### src/rtl/audio_song_arbiter_pkg.sv
// -----------------------------------------------------------------------------
// audio_song_arbiter_pkg
// Shared definitions for the song arbiter: FSM state encodings, grant codes,
// the rest tone code, default timing values and the round-robin pick helper.
// No ports (package).
// -----------------------------------------------------------------------------
package audio_song_arbiter_pkg;

    typedef enum logic [1:0] {
        ST_IDLE = 2'd0,
        ST_NOTE = 2'd1,
        ST_GAP  = 2'd2
    } state_t;

    typedef enum logic [1:0] {
        GRANT_NONE = 2'd0,
        GRANT_1    = 2'd1,
        GRANT_2    = 2'd2
    } grant_t;

    // Tone code that means "rest": timed like a note, but play stays low.
    localparam int TONE_REST = 0;

    localparam int DEF_TONE_W     = 8;
    localparam int DEF_NOTE_TICKS = 12000;
    localparam int DEF_GAP_TICKS  = 480;
    localparam int DEF_CNT_W      = 16;

    // Sole requester wins; on a tie the player that did not hold the output
    // last time wins.
    function automatic grant_t pick_grant(input logic r1, input logic r2,
                                          input grant_t last);
        if (r1 && r2)
            return (last == GRANT_1) ? GRANT_2 : GRANT_1;
        else if (r2)
            return GRANT_2;
        else if (r1)
            return GRANT_1;
        else
            return GRANT_NONE;
    endfunction

endpackage

### src/rtl/audio_song_arbiter_frame_timer.sv
// -----------------------------------------------------------------------------
// audio_song_arbiter_frame_timer
// Counts I2S sample-frame ticks and pulses done on the target-th tick, then
// restarts from zero. Shared by the NOTE and GAP phases of the arbiter.
//   clk      in   system clock
//   reset    in   synchronous active-low reset
//   i_clear  in   force the count to zero; a tick in the same cycle is dropped
//   i_tick   in   1-cycle frame tick
//   i_target in   number of ticks per phase (0 = never done)
//   o_done   out  combinational pulse on the cycle of the target-th tick
// -----------------------------------------------------------------------------
module audio_song_arbiter_frame_timer #(
    parameter int CNT_W = 16
) (
    input  logic             clk,
    input  logic             reset,
    input  logic             i_clear,
    input  logic             i_tick,
    input  logic [CNT_W-1:0] i_target,
    output logic             o_done
);

    logic [CNT_W-1:0] r_count;
    logic [CNT_W:0]   w_next;

    // One bit wider so the compare cannot wrap when the count is at its max.
    assign w_next = {1'b0, r_count} + (CNT_W + 1)'(1);
    assign o_done = i_tick && !i_clear && (i_target != '0) &&
                    (w_next == {1'b0, i_target});

    always_ff @(posedge clk) begin
        if (!reset) begin
            r_count <= '0;
        end else if (i_clear || o_done) begin
            r_count <= '0;
        end else if (i_tick && (r_count != '1)) begin
            // Saturates rather than wrapping.
            r_count <= r_count + CNT_W'(1);
        end
    end

endmodule

### src/rtl/audio_song_arbiter.sv
// -----------------------------------------------------------------------------
// audio_song_arbiter
// Shares one I2S tone path between two song players. One player holds the
// output for its whole song; on release the other player wins a tie. Each
// note lasts NOTE_TICKS sample frames followed by GAP_TICKS silent frames.
//   clk        in   system clock
//   reset      in   synchronous active-low reset
//   lrck_tick  in   1-cycle pulse per I2S sample frame
//   stop       in   synchronous abort to IDLE (beats req and tick)
//   req1/req2  in   player wants the output, held for the whole song
//   tone1/2    in   player's current tone code
//   tone_out   out  tone to the I2S block
//   cs1/cs2    out  player selected
//   play       out  I2S output enable (low for rests and gaps)
//   note_adv1/2 out 1-cycle pulse: player moves on to its next tone
//   busy       out  arbiter not IDLE
//   dbg_state  out  current FSM state (state_t encoding)
// Handshake: a player raises req and keeps it high for the whole song; each
// note_adv pulse tells it to present its next tone, which is sampled at the
// end of the following gap. Dropping req ends the song (aborting any note in
// progress without a note_adv pulse).
// -----------------------------------------------------------------------------
module audio_song_arbiter
    import audio_song_arbiter_pkg::*;
#(
    parameter int TONE_W     = DEF_TONE_W,
    parameter int NOTE_TICKS = DEF_NOTE_TICKS,
    parameter int GAP_TICKS  = DEF_GAP_TICKS,
    parameter int CNT_W      = DEF_CNT_W
) (
    input  logic              clk,
    input  logic              reset,
    input  logic              lrck_tick,
    input  logic              stop,
    input  logic              req1,
    input  logic [TONE_W-1:0] tone1,
    input  logic              req2,
    input  logic [TONE_W-1:0] tone2,
    output logic [TONE_W-1:0] tone_out,
    output logic              cs1,
    output logic              cs2,
    output logic              play,
    output logic              note_adv1,
    output logic              note_adv2,
    output logic              busy,
    output logic [1:0]        dbg_state
);

    state_t            r_state;
    grant_t            r_grant;
    grant_t            r_last_grant;
    logic [TONE_W-1:0] r_tone_out;
    logic              r_cs1;
    logic              r_cs2;
    logic              r_play;
    logic              r_adv1;
    logic              r_adv2;
    logic              r_busy;

    grant_t            w_pick;
    logic [TONE_W-1:0] w_pick_tone;
    logic              w_grant_req;
    logic [TONE_W-1:0] w_grant_tone;
    logic [CNT_W-1:0]  w_target;
    logic              w_clear;
    logic              w_done;

    assign w_pick      = pick_grant(req1, req2, r_last_grant);
    assign w_pick_tone = (w_pick == GRANT_2) ? tone2 : tone1;

    assign w_grant_req  = (r_grant == GRANT_1) ? req1 :
                          (r_grant == GRANT_2) ? req2 : 1'b0;
    assign w_grant_tone = (r_grant == GRANT_2) ? tone2 : tone1;

    assign w_target = (r_state == ST_GAP) ? CNT_W'(GAP_TICKS) : CNT_W'(NOTE_TICKS);

    // The timer is held at zero while idle and restarted on every abort, so
    // the tick in the cycle that enters a phase never counts toward it.
    assign w_clear = stop || (r_state == ST_IDLE) ||
                     ((r_state == ST_NOTE) && !w_grant_req);

    audio_song_arbiter_frame_timer #(
        .CNT_W (CNT_W)
    ) u_timer (
        .clk      (clk),
        .reset    (reset),
        .i_clear  (w_clear),
        .i_tick   (lrck_tick),
        .i_target (w_target),
        .o_done   (w_done)
    );

    always_ff @(posedge clk) begin
        if (!reset) begin
            r_state      <= ST_IDLE;
            r_grant      <= GRANT_NONE;
            r_last_grant <= GRANT_2;   // song 1 wins the first tie
            r_tone_out   <= '0;
            r_cs1        <= 1'b0;
            r_cs2        <= 1'b0;
            r_play       <= 1'b0;
            r_adv1       <= 1'b0;
            r_adv2       <= 1'b0;
            r_busy       <= 1'b0;
        end else begin
            r_adv1 <= 1'b0;
            r_adv2 <= 1'b0;
            if (stop) begin
                if (r_state != ST_IDLE)
                    r_last_grant <= r_grant;
                r_state    <= ST_IDLE;
                r_grant    <= GRANT_NONE;
                r_tone_out <= '0;
                r_cs1      <= 1'b0;
                r_cs2      <= 1'b0;
                r_play     <= 1'b0;
                r_busy     <= 1'b0;
            end else begin
                case (r_state)
                    ST_IDLE: begin
                        if (req1 || req2) begin
                            r_state    <= ST_NOTE;
                            r_grant    <= w_pick;
                            r_cs1      <= (w_pick == GRANT_1);
                            r_cs2      <= (w_pick == GRANT_2);
                            r_tone_out <= w_pick_tone;
                            r_play     <= (w_pick_tone != TONE_W'(TONE_REST));
                            r_busy     <= 1'b1;
                        end
                    end
                    ST_NOTE: begin
                        if (!w_grant_req) begin
                            // Song ended mid-note: silence now, no advance.
                            r_play <= 1'b0;
                            if (GAP_TICKS == 0) begin
                                r_state      <= ST_IDLE;
                                r_last_grant <= r_grant;
                                r_grant      <= GRANT_NONE;
                                r_tone_out   <= '0;
                                r_cs1        <= 1'b0;
                                r_cs2        <= 1'b0;
                                r_busy       <= 1'b0;
                            end else begin
                                r_state <= ST_GAP;
                            end
                        end else if (w_done) begin
                            r_adv1 <= (r_grant == GRANT_1);
                            r_adv2 <= (r_grant == GRANT_2);
                            if (GAP_TICKS == 0) begin
                                // No gap: the note boundary doubles as gap exit.
                                r_tone_out <= w_grant_tone;
                                r_play     <= (w_grant_tone != TONE_W'(TONE_REST));
                            end else begin
                                r_state <= ST_GAP;
                                r_play  <= 1'b0;
                            end
                        end
                    end
                    ST_GAP: begin
                        if (w_done) begin
                            if (w_grant_req) begin
                                r_state    <= ST_NOTE;
                                r_tone_out <= w_grant_tone;
                                r_play     <= (w_grant_tone != TONE_W'(TONE_REST));
                            end else begin
                                // Release; a waiting player is granted from IDLE
                                // on the following cycle.
                                r_state      <= ST_IDLE;
                                r_last_grant <= r_grant;
                                r_grant      <= GRANT_NONE;
                                r_tone_out   <= '0;
                                r_cs1        <= 1'b0;
                                r_cs2        <= 1'b0;
                                r_play       <= 1'b0;
                                r_busy       <= 1'b0;
                            end
                        end
                    end
                    default: begin
                        r_state <= ST_IDLE;
                    end
                endcase
            end
        end
    end

    assign tone_out  = r_tone_out;
    assign cs1       = r_cs1;
    assign cs2       = r_cs2;
    assign play      = r_play;
    assign note_adv1 = r_adv1;
    assign note_adv2 = r_adv2;
    assign busy      = r_busy;
    assign dbg_state = r_state;

endmodule

### config.mk
export PLATFORM = sky130hd
export DESIGN_NAME = audio_song_arbiter
export DESIGN_NICKNAME = d
export VERILOG_FILES = /design/src/rtl/audio_song_arbiter_pkg.sv /design/src/rtl/audio_song_arbiter_frame_timer.sv /design/src/rtl/audio_song_arbiter.sv
export SDC_FILE = /design/constraint.sdc
export NUM_CORES = 1
export LEC_CHECK = 0
export ABC_AREA = 1
export CAP_MARGIN = 20
export CORE_MARGIN = 1.5
export CORE_UTILIZATION = 40
export DETAILED_ROUTE_END_ITERATION = 12
export PLACE_DENSITY = 0.7
export SLEW_MARGIN = 20
export SYNTH_ARGS = -nofsm -noshare
export SYNTH_HDL_FRONTEND = slang
export SYNTH_SLANG_ARGS = --single-unit
### constraint.sdc
create_clock -name clk -period 3.1 [get_ports clk]
set_input_delay 0.93 -clock clk [delete_from_list [all_inputs] [get_ports clk]]
set_output_delay 0.93 -clock clk [all_outputs]
set_load 0.02 [all_outputs]
# Yosys cells after proc, flatten, opt, wreduce, memory -nomap -nowiden
# Index checks and enable logic that the tools add are counted.
# op_classes
eq_ne,15
reduce_logical,29
mux,42
bitwise,4
n_addsub,2
# op_table
op,count
2-to-1 mux 8 bit,5
2-to-1 mux 2 bit,15
"adder 16 x 1 -> 17 bit, second input constant",1
equality test 17 x 14 -> 1 bit,1
"adder 16 x 1 -> 16 bit, second input constant",1
"inequality test 16 bit, second input constant",1
case mux 8 bit (2 select lines),1
nonzero test 16 bit,1
nonzero test 8 bit,2
2-to-1 mux 1 bit,14
2-to-1 mux 14 bit,1
AND reduction 4 bit,3
"equality test 2 x 1 -> 1 bit, second input constant",4
nonzero test 2 bit,4
"equality test 2 bit, second input constant",3
logical AND 1 bit,6
"inequality test 2 x 1 -> 1 bit, second input constant",3
case mux 1 bit (2 select lines),3
case mux 2 bit (3 select lines),1
AND reduction 3 bit,2
OR reduction 5 bit,1
logical OR 1 bit,4
"inequality test 2 bit, second input constant",2
inverter 1 bit,4
other kinds (7),9
# word_totals
ff_bits,36
word_cells,103
inputBits,22
out_inout_bits,16

# Longest topological paths before layout
# Gate-level depths: netlist of the first run.
# logic_depth
depth_word,13
ltp_mapped,17
depth_no_buf,16

# By module
# A second synthesis of the first run with hierarchy kept.
# hier_totals
hier_cells,499
area_unflattened_um2,2902.8
# by_module_without_submodules
module,cells_per_inst,area_per_inst_um2,seq_area_each_um2,instances
audio_song_arbiter_frame_timer,288,1584.0,320.3,1
audio_song_arbiter,211,1318.8,400.4,1

# Worst setup path after synthesis of the first run
# Ideal clock, no wire load.
# synth_path
path_type,input -> register
start,input req1
end,register r_cs2 (netlist: cs2)
arrival_ns,2.087
path_slack_ns,0.881
cell_stages,12
t_required_ns,2.968
setup_ns,0.132
n_path_buf,1
cell_sequence,nand3_1 -> nand3_1 -> nand2_1 -> nor2_1 -> nand2_1 -> nor3_2 -> nand3_4 -> nand2_4 -> buf_8 -> nand3_4 -> nand2_1 -> a21oi_1
# synth_via
elab_chain_len,10
# synth_rtl
element,line_no,text
start: declaration,audio_song_arbiter.sv:35,"input logic req1,"
2-to-1 mux 1 bit,audio_song_arbiter.sv:71,assign w_grant_req = (r_grant == GRANT_1) ? req1 :
logical NOT 1 bit,-,
logical AND 1 bit,audio_song_arbiter.sv:80,((r_state == ST_NOTE) && !w_grant_req);
logical OR 1 bit,audio_song_arbiter.sv:79,assign w_clear = stop || (r_state == ST_IDLE) ||
logical NOT 1 bit,audio_song_arbiter_frame_timer.sv:28,assign o_done = i_tick && !i_clear && (i_target != '0) &&
logical AND 1 bit (3 in a row),audio_song_arbiter_frame_timer.sv:28,
inequality test 2 x 1 -> 1 bit (no line),-,
AND reduction 4 bit (no line),-,
end signal: assignment,audio_song_arbiter.sv:125,r_cs2 <= (w_pick == GRANT_2);
end: declaration,audio_song_arbiter.sv:54,logic r_cs2;
# Parallel ways exist; a longest one is shown, timed or not. The select of a mux whose other input is x is not followed.
# A chain may end at the register's enable or synchronous reset.

# Final worst setup path of the first run
# layout_path
start,input req2
end,register r_tone_out[2] (netlist: tone_out[2])
# layout_via
elab_chain_len,11
# layout_rtl
element,line_no,text
start: declaration,audio_song_arbiter.sv:37,"input logic req2,"
2-to-1 mux 1 bit,audio_song_arbiter.sv:72,(r_grant == GRANT_2) ? req2 : 1'b0;
2-to-1 mux 1 bit,audio_song_arbiter.sv:71,
logical NOT 1 bit,-,
logical AND 1 bit,audio_song_arbiter.sv:80,
logical OR 1 bit,audio_song_arbiter.sv:79,
logical NOT 1 bit,audio_song_arbiter_frame_timer.sv:28,
logical AND 1 bit (3 in a row),audio_song_arbiter_frame_timer.sv:28,
inequality test 2 x 1 -> 1 bit (no line),-,
AND reduction 3 bit (no line),-,
end signal: assignment,audio_song_arbiter.sv:126,r_tone_out <= w_pick_tone;
end signal: assignment,audio_song_arbiter.sv:151,r_tone_out <= w_grant_tone;
end signal: assignment,audio_song_arbiter.sv:163,r_tone_out <= w_grant_tone;
end: declaration,audio_song_arbiter.sv:52,logic [TONE_W-1:0] r_tone_out;
# Parallel ways exist; a longest one is shown, timed or not. The select of a mux whose other input is x is not followed.

==> PnR_summary.wiki, run 1 <==
{| class="wikitable"
! Metric !! Value
|-
| Worst-path fanout max || 10
|-
| Per-instance average area after synthesis || 6.25 sq um
|-
| Synth top area cells || sky130_fd_sc_hd__dfxtp_1, sky130_fd_sc_hd__nand2_1, sky130_fd_sc_hd__a21oi_1
|-
| Power Dens Cells || 345 nW/um^2
|-
| Run status || finished, final reports clean
|-
| Rows || 28
|-
| Number of flops mapped to enable cells by yosys || 0
|-
| Via count || 2563
|-
| DP HPWL || 4510 microns
|-
| Total wire length || 5940 microns
|-
| Startpoint of the lowest-slack hold path || tone_out[4]$_SDFFE_PP0P_
|-
| Area inside the core boundary || 5920 sq um
|-
| Worst endpoint required time || 3260 ps
|-
| Share of synthesized area occupied by flip-flops and latches || 29.4%
|-
| Hold Crit Endpoint || tone_out[4]$_SDFFE_PP0P_
|-
| P&R area growth vs syn || 21.8%
|-
| Xor and xnor fraction of the mapped netlist area || 0.357%
|-
| Number of inserted diodes || 0
|-
| Synth top cells by count || sky130_fd_sc_hd__nand2_1, sky130_fd_sc_hd__inv_1, sky130_fd_sc_hd__nor2_1
|-
| Number of detailed-route iterations in the first pass || 4
|-
| Share of layout cells above drive strength 1 || 8.08%
|-
| Type of element capturing the critical path || register
|-
| Post-synth top flop || sky130_fd_sc_hd__dfxtp_1
|-
| Arithmetic-cell share of the synthesized area counting full adders, half adders and majority gates || 3.06%
|-
| Clock skew || 4.76 ps
|-
| Initial antenna violation count || 0
|-
| Die height || 81.3 microns
|-
| Clock slew at the register clock pins of the worst setup and hold paths || 70 ps
|-
| TritonCTS Sinks || 36
|-
| Final cycle utilization of the critical path || 86.3%
|-
| Post-synthesis compound-gate area fraction || 13.9%
|-
| Root Driver || sky130_fd_sc_hd__clkbuf_8
|-
| Cell Area, Synth || 2450 sq um
|-
| Fraction of synthesis flops using an asynchronous set or reset pin || 0%
|-
| Shortest clock period the worst path allows after layout || 2680 ps
|-
| Syn Nets || 420
|-
| Depth of the worst hold-timing path || 2
|-
| Final setup violating endpoints || 0
|-
| CTS tree || built
|-
| Reg-to-reg critical path startpoint || dbg_state[0]$_SDFFE_PP0P_
|-
| Leakage power total || 0.00112 uW
|-
| Max-cap violations || 0
|-
| Share of the synthesized area in the top cell type || 29.4%
|-
| NumNets Final || 461
|-
| Number of design rule violations left after detail routing || 0
|-
| Post-synth top area cell || sky130_fd_sc_hd__dfxtp_1
|-
| Worst-case reg-to-reg path depth || 7
|-
| Clock buffer count from CTS || 5
|-
| Routed wirelength normalized by instance count || 11.7 microns
|-
| Vias in the first global route || 2235
|-
| Placed Instance Area || 2910 sq um
|-
| H-tree depth reported by CTS || 2
|-
| Most instantiated library cell after synthesis || sky130_fd_sc_hd__nand2_1
|-
| Number of buffers on the longest clock path || 2
|-
| Count of distinct cell types in the synthesized netlist || 32
|-
| Worst r2r dst || tone_out[2]$_SDFFE_PP0P_
|-
| Simple logic cell fraction of the synthesized area || 45.1%
|-
| Remaining global-route overflow || 0
|-
| Initial standard-cell utilization of the core || 41.4%
|-
| Source-to-sink clock delay at the later pin of the worst-skew pair || 290 ps
|-
| Mux contribution to synthesized area || 0%
|-
| Worst min path class || reg -> reg
|-
| GRT Resource Usage Total || 19.0%
|-
| Final Max Tran Viols || 0
|-
| Number of synthesized register bits || 36
|-
| Startpoint-to-endpoint class of the critical path || in -> reg
|-
| Routability-driven placement congestion ratio || 0.877
|-
| Die Area || 6610 sq um
|-
| Drt via density || 5.05
|-
| Arrival @ worst endpoint || 2840 ps
|-
| R2R Setup Slk || 490 ps
|-
| Maximum ir drop on the vdd rail || 212 uV
|-
| Dominant combinational cell family by area after synthesis || simple AND/OR/NAND/NOR gates
|-
| Antenna viol nets, final || 0
|-
| Category of the worst setup path launch point || input pin
|-
| Max Freq || 0.374 GHz
|-
| Total setup buffers inserted after CTS || 0
|-
| Setup TNS || 0 ps
|-
| Final Worst Setup Slack || 423 ps
|-
| Count of yosys warnings during synthesis || 0
|-
| Slew Limit Headroom || 45.1%
|-
| Post-route cell area || 2990 sq um
|-
| Setup slack after placement || 124 ps
|-
| I/O pin count || 38
|-
| Hold violation count in the final report || 0
|-
| Hold buffer count at CTS || 0
|-
| PortBufs || 37
|-
| Global-route wire length before repair || 9860 microns
|-
| Number of DRC markers in iteration 0 || 151
|-
| Post-synthesis instance total || 392
|-
| Pin count of the biggest net entering global routing || 18
|-
| Post-CTS sizing || 0
|-
| Die span in x || 81.3 microns
|-
| Unrepaired setup endpoints after global routing || false
|-
| Slew of the pin with the lowest slew margin || 824 ps
|}
-- cell families (layout without fill, tap and decap cells) --
group | count (synthesis) | after routing
AOI/OAI and AO/OA | 64 | 64
xor gates and xnor gates | 1 | 1
adders and majority gates | 6 | 6
buffers and inverters | 50 | 91
DFF | 36 | 36
and+or+nand+nor | 235 | 235
-- critical path, stage by stage --
cell,delay (ps)
sky130_fd_sc_hd__clkdlybuf4s50_1,500
sky130_fd_sc_hd__buf_4,140
sky130_fd_sc_hd__nor3_1,70
sky130_fd_sc_hd__a21oi_1,650
sky130_fd_sc_hd__nand2_1,350
sky130_fd_sc_hd__nand2_1,130
sky130_fd_sc_hd__a21oi_1,70
-- cell type report --
class | instances | area (sq um)
fill | 620 | 2930
sequential | 36 | 721
inverter | 42 | 158
timing repair buffer | 42 | 408
multi-input combinational | 306 | 1530
clock inverter | 1 | 5.00
clock buffer | 6 | 72.6
tap | 75 | 93.8
-- worst max path at each step --
| stage | start | endpoint | slack (ps) |
|---|---|---|---|
| 4_1_cts | req2 | tone_out[2]$_SDFFE_PP0P_ | 430 |
| 6_report | req2 | tone_out[2]$_SDFFE_PP0P_ | 420 |
| 5_1_grt | stop | tone_out[2]$_SDFFE_PP0P_ | 230 |
| 3_5_place_dp | req2 | tone_out[2]$_SDFFE_PP0P_ | 120 |
| 3_3_place_gp | req1 | tone_out[3]$_SDFFE_PP0P_ | 190 |
| 2_1_floorplan | req1 | cs2$_SDFFE_PP0P_ | 880 |
-- layer usage --
layer | vias up | track usage, % | share of wire, %
li1 | 1370 | - | -
met1 | 1153 | 25.3 | 50
met3 | 6 | 3.03 | 2.3
met2 | 34 | 31.2 | 47
met5 | - | 0 | 0
met4 | 0 | 6.03 | 1.4
-- layout by cell type (no fill, tap or decap) --
cell type	count
sky130_fd_sc_hd__a22o_1	1
sky130_fd_sc_hd__a21oi_1	39
sky130_fd_sc_hd__inv_2	1
sky130_fd_sc_hd__ha_1	6
sky130_fd_sc_hd__nand4_4	1
sky130_fd_sc_hd__nor2_1	41
sky130_fd_sc_hd__nand3_2	1
sky130_fd_sc_hd__o211ai_1	2
sky130_fd_sc_hd__clkbuf_8	5
sky130_fd_sc_hd__o21bai_1	3
sky130_fd_sc_hd__clkdlybuf4s50_1	37
sky130_fd_sc_hd__nand3b_1	1
sky130_fd_sc_hd__nand2_2	7
sky130_fd_sc_hd__inv_1	41
sky130_fd_sc_hd__nor3_2	1
sky130_fd_sc_hd__dfxtp_1	36
sky130_fd_sc_hd__nor4_1	1
sky130_fd_sc_hd__nand2_1	117
sky130_fd_sc_hd__nor3_1	4
sky130_fd_sc_hd__nand4_1	10
sky130_fd_sc_hd__o21ai_0	15
sky130_fd_sc_hd__nand3_1	36
sky130_fd_sc_hd__o22ai_1	3
sky130_fd_sc_hd__nand3_4	3
sky130_fd_sc_hd__nor2_2	5
sky130_fd_sc_hd__or2_2	1
sky130_fd_sc_hd__xnor2_1	1
sky130_fd_sc_hd__o21ai_1	1
sky130_fd_sc_hd__nor3b_1	2
sky130_fd_sc_hd__nand2_4	1
sky130_fd_sc_hd__buf_4	5
sky130_fd_sc_hd__clkinv_2	1
sky130_fd_sc_hd__nor2_4	3
sky130_fd_sc_hd__clkbuf_1	1
-- through the flow --
| step | power [uW] | util [%] | cells | hold WS, ps |
|---|---|---|---|---|
| final | 1030 | 50.4 | 508 | 466 |
| after global routing | 1080 | 50.4 | 508 | 481 |
| after CTS | 1040 | 50.4 | 508 | 466 |
| after detailed placement | 713 | 49.1 | 501 | 455 |
| after global placement | 711 | 49.1 | 501 | 450 |
| after floorplan | 628 | - | 392 | 461 |
-- sequential cells by signal, summed over array words and instances, names as in the netlist --
signal / cells
r_grant: 2
play: 1
dbg_state: 2
cs1: 1
u_timer.r_count: 16
cs2: 1
note_adv1: 1
tone_out: 8
r_last_grant: 2
busy: 1
note_adv2: 1
-- report_power, final --
group | total (uW) | switching (uW) | internal, uW | leakage [uW]
Clock | 327 | 174 | 153 | 0.0000410
Sequential | 488 | 10.5 | 477 | 0.000292
Combinational | 216 | 124 | 91.3 | 0.000792
Total | 1030 | 309 | 722 | 0.00112
(Power assumes the default switching activity.)
==> run 2: changes to the inputs <==
--- a/config.mk
+++ b/config.mk
@@ -11,6 +11,7 @@
 export CORE_UTILIZATION = 40
 export DETAILED_ROUTE_END_ITERATION = 12
 export PLACE_DENSITY = 0.7
+export REMOVE_ABC_BUFFERS = 1
 export SLEW_MARGIN = 20
 export SYNTH_ARGS = -nofsm -noshare
 export SYNTH_HDL_FRONTEND = slang
==> run 2 against run 1 <==
Effect of this change: setup slack lost 77 ps; via count grew 1.8%; sequential cell count is the same; clock power grew 7.6%; die area is the same; hold slack lost 2.6 ps; fmax shrank 2.8%; critical path type unchanged; highest routed layer unchanged.
==> PnR_summary.wiki, run 2 (synthesized netlist as in run 1, its figures left out) <==
{| class="wikitable"
! Metric !! Value
|-
| Type of element capturing the critical path || register
|-
| Int Power || 750 uW (+3.9%)
|-
| Source-to-sink clock delay at the later pin of the worst-skew pair || 290 ps (about the same)
|-
| Clock buffer count from CTS || 5 (unchanged)
|-
| Shortest clock period the worst path allows after layout || 2750 ps (+76.9 ps)
|-
| DP HPWL || 4610 microns (+2.2%)
|-
| Seq pwr share || 46.2% (-1.1 points)
|-
| Root Driver || sky130_fd_sc_hd__clkbuf_8
|-
| Max-cap violations || 0 (unchanged)
|-
| Final Max Tran Viols || 0 (unchanged)
|-
| Worst path slowest cell || sky130_fd_sc_hd__clkdlybuf4s50_1
|-
| Delay of the slowest cell on the worst path || 500 ps (-150 ps)
|-
| Vias in the first global route || 2322 (+3.9%)
|-
| Critical path's most frequent cell || sky130_fd_sc_hd__nand2_1
|-
| Maximum ir drop on the vdd rail || 179 uV (-15%)
|-
| Area inside the core boundary || 5920 sq um (unchanged)
|-
| Clock Power Share || 33.4% (+1.7 points)
|-
| Run status || finished, final reports clean
|-
| Die height || 81.3 microns (unchanged)
|-
| Setup slack after placement || 88.3 ps (-35.4 ps)
|-
| Total wire length || 6110 microns (+2.9%)
|-
| Routed wirelength normalized by instance count || 12.0 microns (+2.7%)
|-
| Fraction of power spent switching nets || 29.0% (-0.99 points)
|-
| Number of detailed-route iterations in the first pass || 4 (unchanged)
|-
| Placed Instance Area || 2910 sq um (unchanged)
|-
| Remaining global-route overflow || 0 (unchanged)
|-
| Unrepaired setup endpoints after global routing || false
|-
| Clock slew at the register clock pins of the worst setup and hold paths || 70 ps (about the same)
|-
| Register name with the most flops || u_timer.r_count
|-
| Post-route cell area || 3000 sq um (+0.42%)
|-
| Category of the worst setup path launch point || input pin
|-
| Power spent charging and discharging nets || 306 uW (-0.89%)
|-
| Clock skew || 7.21 ps (+2.44 ps)
|-
| Worst endpoint required time || 3260 ps (about the same)
|-
| Slew Limit Headroom || 46.0% (+0.94 points)
|-
| Global-route wire length before repair || 10100 microns (+2.5%)
|-
| Routability-driven placement congestion ratio || 0.846 (-3.5%)
|-
| PortBufs || 37 (unchanged)
|-
| Hold violation count in the final report || 0 (unchanged)
|-
| H-tree depth reported by CTS || 2 (unchanged)
|-
| Startpoint-to-endpoint class of the critical path || in -> reg
|-
| Share of layout cells above drive strength 1 || 8.06% (-0.019 points)
|-
| TritonCTS Sinks || 36 (unchanged)
|-
| GRT Resource Usage Total || 19.4% (+0.45 points)
|-
| Pin count of the biggest net entering global routing || 18 (unchanged)
|-
| Number of cells after detailed placement || 501 (unchanged)
|-
| CTS tree || built
|-
| Final cycle utilization of the critical path || 88.8% (+2.5 points)
|-
| I/O pin count || 38 (unchanged)
|-
| Rows || 28 (unchanged)
|-
| Final setup violating endpoints || 0 (unchanged)
|-
| Worst min path class || reg -> reg
|-
| Hold buffer count at CTS || 0 (unchanged)
|-
| Initial standard-cell utilization of the core || 41.4% (unchanged)
|-
| Initial antenna violation count || 0 (unchanged)
|-
| Arrival @ worst endpoint || 2910 ps (+70 ps)
|-
| Power Dens Cells || 352 nW/um^2 (+2.1%)
|-
| Final Worst Setup Slack || 346 ps (-76.9 ps)
|-
| Post-CTS sizing || 0 (unchanged)
|-
| Max Freq || 0.363 GHz (-2.8%)
|-
| Via count || 2608 (+1.8%)
|-
| NumNets Final || 461 (unchanged)
|-
| Worst-path fanout max || 11 (+1)
|-
| Slew of the pin with the lowest slew margin || 810 ps (-14.0 ps)
|-
| Die span in x || 81.3 microns (unchanged)
|-
| Portion of total power attributed to combinational logic || 20.4% (-0.5 points)
|-
| Leakage power total || 0.00113 uW (+0.40%)
|-
| Number of inserted diodes || 0 (unchanged)
|-
| Commonest cells after routing, fill and taps aside || sky130_fd_sc_hd__nand2_1, sky130_fd_sc_hd__inv_1, sky130_fd_sc_hd__nor2_1
|-
| Drt via density || 5.12 (+1.6%)
|-
| Total setup buffers inserted after CTS || 0 (unchanged)
|-
| Worst path cell trace || clkdlybuf4s50_1 > nand3_1 > nand3_1 > nand2_1 > nor2_1 > nand2_1 > nor3_2 > nand3_4 > nand2_4 > nand2_1 > nand2_1 > a21oi_1
|-
| Number of DRC markers in iteration 0 || 191 (+26%)
|-
| Number of design rule violations left after detail routing || 0 (unchanged)
|-
| Number of buffers on the longest clock path || 2 (unchanged)
|-
| Overall power consumption || 1060 uW (+2.5%)
|-
| Antenna viol nets, final || 0 (unchanged)
|-
| Setup TNS || 0 ps (unchanged)
|-
| Final Instance Count excl. Fillers || 509 (+0.20%)
|-
| Most common cell after layout, fill and taps aside || sky130_fd_sc_hd__nand2_1
|-
| P&R area growth vs syn || 22.4%
|-
| Largest register FFs || 16 (unchanged)
|-
| Die Area || 6610 sq um (unchanged)
|}
run 2: changes by cell type in the layout (fill, tap and decap cells not counted):
cell	delta
sky130_fd_sc_hd__clkbuf_8	+1
sky130_fd_sc_hd__clkbuf_1	+1
sky130_fd_sc_hd__clkinv_2	-1
run 2: metal layers:
metal | track usage (%) | up-vias | part of all wire [%]
met3 | 3.60 | 7 | 3.8
li1 | - | 1362 | -
met4 | 6.03 | 0 | 0.92
met1 | 24.9 | 1187 | 49
met2 | 32.8 | 52 | 47
met5 | 0 | - | 0
run 2: through the flow:
| stage | hold slack, ps | utilization (%) |
|---|---|---|
| 2_1_floorplan | 461 | - |
| 3_3_place_gp | 452 | 49.1 |
| 3_5_place_dp | 455 | 49.1 |
| 4_1_cts | 466 | 50.7 |
| 5_1_grt | 490 | 50.7 |
| 6_report | 463 | 50.7 |
run 2: path summary, 6_finish.rpt:
kind                             start                        to  slack [ps]  cells past startpoint
max                               req1  tone_out[7]$_SDFFE_PP0P_         350                     12
min reg2reg   tone_out[3]$_SDFFE_PP0P_  tone_out[3]$_SDFFE_PP0P_         460                      2
max reg2reg  dbg_state[0]$_SDFFE_PP0P_  tone_out[7]$_SDFFE_PP0P_         470                      7
min           tone_out[3]$_SDFFE_PP0P_  tone_out[3]$_SDFFE_PP0P_         460                      2
run 2: area by class of cell:
class                   count  area (sq um)
inverters                  42           158
fillers                   614          2920
repair buffers             42           408
clock buffers               8          90.1
flip-flops and latches     36           721
multi-input cells         306          1530
well taps                  75          93.8
run 2: critical path: cells and delay by family:
family	cells	cell delay [ps]
compound gates	1	80
buf+inv	1	500
simple gates	10	1410
run 2: power groups by stage:
stage	Sequential [uW]	Combinational [uW]	Clock [uW]
floorplan	511	113	0
global placement	498	212	0
detailed placement	498	214	0
CTS	488	215	361
global route	490	239	377
finish	488	216	352
